File: config.mk
export PLATFORM = sky130hd
export DESIGN_NAME = edge_pulser_array
export DESIGN_NICKNAME = d
export VERILOG_FILES = /design/src/rtl/edge_pulser_array.sv
export SDC_FILE = /design/constraint.sdc
export NUM_CORES = 1
export LEC_CHECK = 0
export BUFFER_PORTS_ARGS = -buffer_cell sky130_fd_sc_hd__buf_4
export CAP_MARGIN = 15
export CELL_PAD_IN_SITES_DETAIL_PLACEMENT = 0
export CELL_PAD_IN_SITES_GLOBAL_PLACEMENT = 1
export CORE_AREA = 2 2 75 48
export CTS_CLUSTER_DIAMETER = 200
export DETAILED_ROUTE_END_ITERATION = 7
export DIE_AREA = 0 0 77 50
export PLACE_DENSITY = 0.84
export SLEW_MARGIN = 10
export SYNTH_ARGS = -nofsm -noshare
export SYNTH_HDL_FRONTEND = slang
export SYNTH_SLANG_ARGS = --single-unit
File: constraint.sdc
create_clock -name clk -period 4.6 [get_ports clk]
set_input_delay 0.46 -clock clk [delete_from_list [all_inputs] [get_ports clk]]
set_output_delay 0.46 -clock clk [all_outputs]
set_load 0.02 [all_outputs]
File: src/rtl/edge_pulser_array.sv
// edge_pulser_array: per-channel synchroniser, debouncer and edge pulser; EDGE_PULSER_COUNT_EN adds a saturating pulse counter
module edge_pulser_array #(
  parameter int WIDTH           = 4,
  parameter int SYNC_STAGES     = 2,
  parameter int DEBOUNCE_CYCLES = 16
) (
  input  logic             clk,
  input  logic             rst,
  input  logic [WIDTH-1:0] din,
  input  logic [1:0]       mode,
`ifdef EDGE_PULSER_COUNT_EN
  input  logic             clr,
  output logic [7:0]       event_cnt,
`endif
  output logic [WIDTH-1:0] level,
  output logic [WIDTH-1:0] pulse,
  output logic             any_pulse
);
  localparam int CW = $clog2(DEBOUNCE_CYCLES) + 1;
  localparam logic [CW-1:0] LAST = CW'(DEBOUNCE_CYCLES - 1);
  logic [SYNC_STAGES-1:0][WIDTH-1:0] r_sync;
  logic [WIDTH-1:0] r_level, r_pulse, w_s, w_acc, w_pulse;
  logic             r_any, w_rise_en, w_fall_en;
  assign w_s       = r_sync[SYNC_STAGES-1];
  assign w_rise_en = (mode == 2'b00) || (mode == 2'b10);
  assign w_fall_en = (mode == 2'b01) || (mode == 2'b10);
  assign w_pulse   = ({WIDTH{w_rise_en}} & w_acc & w_s) | ({WIDTH{w_fall_en}} & w_acc & ~w_s);
  // shift raw inputs through the synchroniser chain, stage 0 first
  always_ff @(posedge clk or negedge rst)
    if (!rst) r_sync <= '0;
    else      r_sync <= {r_sync[SYNC_STAGES-2:0], din};
  for (genvar g = 0; g < WIDTH; g++) begin : g_ch
    logic [CW-1:0] r_cnt;
    assign w_acc[g] = (w_s[g] != r_level[g]) && (r_cnt == LAST);
    // count consecutive cycles the synchronised input disagrees with the accepted level
    always_ff @(posedge clk or negedge rst)
      if (!rst) r_cnt <= '0;
      else      r_cnt <= (w_s[g] == r_level[g] || w_acc[g]) ? '0 : r_cnt + CW'(1);
  end
  // accept new levels and register the edge pulses together
  always_ff @(posedge clk or negedge rst)
    if (!rst) begin
      r_level <= '0;
      r_pulse <= '0;
      r_any   <= 1'b0;
    end else begin
      r_level <= r_level ^ w_acc;
      r_pulse <= w_pulse;
      r_any   <= |w_pulse;
    end
  assign level     = r_level;
  assign pulse     = r_pulse;
  assign any_pulse = r_any;
`ifdef EDGE_PULSER_COUNT_EN
  logic [7:0] r_evt;
  logic [8:0] w_sum;
  // running total plus this cycle's pulse count; 9 bits covers 255 + 32
  always_comb begin
    w_sum = 9'(r_evt);
    for (int j = 0; j < WIDTH; j++) w_sum = w_sum + 9'(r_pulse[j]);
  end
  // clear wins over increment; otherwise saturate at 255
  always_ff @(posedge clk or negedge rst)
    if (!rst)     r_evt <= '0;
    else if (clr) r_evt <= '0;
    else          r_evt <= (w_sum > 9'd255) ? 8'd255 : w_sum[7:0];
  assign event_cnt = r_evt;
`endif
endmodule

==> flow_summary.json <==
{
  "rows": 16,
  "routed_via_density": 4.59,
  "hold_class": "in2async",
  "fin_skew_ns": 0.00681,
  "timing.final.crit_share": 0.394,
  "diodes": 0,
  "htreeDepth": 2,
  "cp.arrival_ns": 1.98,
  "gp_congestion": 0.675,
  "die_y_um": 50,
  "fillCellCount": 275,
  "r2r_cells": 5,
  "status": "finished, final reports clean",
  "rsz0062_at_grt": "false",
  "clock-root-buffer": "clkbuf_8",
  "hold_buffers": 0,
  "reg2reg_slack_ns": 2.79,
  "cp_max_fo": 3,
  "coreArea_um2": 3160,
  "max-vdd-ir-drop_mv": 0.212,
  "ys_seq_area_frac": 0.623,
  "synth_cell_types": 19,
  "grt_start_max_net_pins": 38,
  "top_level_ports": 17,
  "grt.overflow.total": 0,
  "die_area_um2": 3850,
  "syn-cell-area_um2": 1490,
  "setup_viol": 0,
  "vias": 868,
  "nNetsFinal": 161,
  "antenna_found_initial": 0,
  "ys_seq_elements": 37,
  "tightest_slew_ns": 0.449,
  "dieWidth_um": 77,
  "tns_ns": 0,
  "critPathRequiredTime_ns": 4.77,
  "pwr_density_cell_nw_per_um2": 378,
  "utilization": 0.564,
  "worstReg2RegStart": "g_ch[2].r_cnt[0]",
  "hpwl_um": 1670,
  "min_period_ns": 1.81,
  "start_kind": "flip-flop",
  "path_class": "reg2reg",
  "drc": 0,
  "final_hold_viol_count": 0,
  "antenna_left": 0,
  "cts_tree": "done",
  "cts-buffers-inserted": 5,
  "drt_iter0_drc": 29,
  "synth_ff_type": "dfrtp_1",
  "avgSynthCellArea_um2": 12.4,
  "synthTopCellsByArea": "dfrtp_1 (62%), ha_1 (8.4%), nor2_1 (5.1%)",
  "yosysTopAreaCell": "dfrtp_1",
  "path_clk_slew_ns": 0.08,
  "synth_top_area_frac": 0.623,
  "insertion_delay_ns": 0.29,
  "wl_per_cell_um": 12.1,
  "portBuffers": 16,
  "reg2reg_to": "any_pulse",
  "slew_headroom": 0.701,
  "grt_use_total": 0.143,
  "async_flop_share": 1.00,
  "synthCells": 120,
  "ys_warn_count": 0,
  "synthToLayoutAreaGrowth_pct": 19.9,
  "post_cts_buffers": 0,
  "cellLeakagePower_uw": 0.000916,
  "endpoint_kind": "flip-flop",
  "cts.sinks": 37,
  "grt_pass1_wl_um": 4080,
  "drtPass1Iterations": 4,
  "max_freq_ghz": 0.552,
  "synth_enable_flop_cells": 0,
  "initial_utilization": 0.470,
  "ctsResizeCount": 0,
  "cap_violations": 0,
  "routed_wirelength_um": 2280,
  "yosysMostFrequentCell": "dfrtp_1",
  "synthTopCellsByCount": "dfrtp_1 (37), nor2_1 (20), ha_1 (10), inv_1 (10), nand2b_1 (8)",
  "slew_viol_final": 0,
  "drive_above_1_share": 0.215,
  "synthesis.nets": 138,
  "cts_buffer_depth": 2,
  "grt_pass1_vias": 930
}
[cell families after synthesis]
logic type | after synthesis | share of synthesized area
AND/OR/NAND/NOR | 42 | 0.150
flip-flops | 37 | 0.623
buffers and inverters | 11 | 0.0278
adder cells (fa/ha/maj) | 10 | 0.0842
AO/OA/AOI/OAI | 8 | 0.0379
XOR/XNOR | 8 | 0.0471
multiplexers | 4 | 0.0303
[cells in the final DEF, fill, tap and decap left out, drive strengths merged, types with 4 or more instances in the layout]
cell type / synthesis / final
o22ai: 4 / 4
and2: 4 / 4
clkbuf: 0 / 6
and3: 4 / 4
nand2b: 8 / 8
xnor2: 4 / 4
mux2: 4 / 4
nor2: 21 / 21
ha: 10 / 10
dfrtp: 37 / 37
a21o: 4 / 4
nand3: 4 / 4
buf: 0 / 16
xor2: 4 / 4
inv: 10 / 10
[metrics by stage]
| stage | hold slack [ns] | total power [uW] | setup WS [ns] | area [um^2] | std cells |
|---|---|---|---|---|---|
| 5_1_grt | 0.151 | 704 | 2.74 | 1780 | 189 |
| 3_3_place_gp | 0.335 | 387 | 2.77 | 1660 | 181 |
| 3_5_place_dp | 0.343 | 390 | 2.73 | 1660 | 181 |
| 6_report | 0.121 | 674 | 2.79 | 1780 | 189 |
| 4_1_cts | 0.131 | 681 | 2.78 | 1780 | 189 |
| 2_1_floorplan | 0.164 | 373 | 2.86 | 1490 | 120 |
[worst max-delay path, cell delays in order, from the launching register on]
cell,delay (ns)
dfrtp_1,0.40
ha_1,0.23
and3_1,0.19
ha_1,0.22
and2_4,0.15
or4_4,0.51
[routing by layer]
metal,global-route usage,vias up,share of wire
met5,0,-,0
met4,0.0714,0,0.013
met3,0.0586,4,0.056
met2,0.234,16,0.46
met1,0.165,415,0.47
li1,-,433,-
[area by class of cell]
cell class / count / area, um^2 / share of cell area
multi-input combinational: 72 / 519 / 0.291
inverter: 11 / 41.3 / 0.0232
clock inverter: 2 / 37.5 / 0.0211
sequential: 37 / 926 / 0.519
tap: 45 / 56.3 / 0.0316
clock buffer: 6 / 82.6 / 0.0463
timing repair buffer: 16 / 120 / 0.0674
[worst max-delay path by stage]
stage | startpoint | to | cells past startpoint
after floorplan | g_ch[2].r_cnt[0] | any_pulse | 5
after CTS | g_ch[2].r_cnt[0] | any_pulse | 5
final | g_ch[2].r_cnt[0] | any_pulse | 5
after global routing | g_ch[3].r_cnt[0] | any_pulse | 5
after global placement | mode[0] | any_pulse | 7
after detailed placement | mode[0] | any_pulse | 7
[report_power, final]
part	leakage (uW)	switching, uW	internal [uW]
Clock	0.0000574	115	176
Combinational	0.000371	21.0	16.4
Sequential	0.000488	8.08	337
Power figures use the tool's default switching activity.
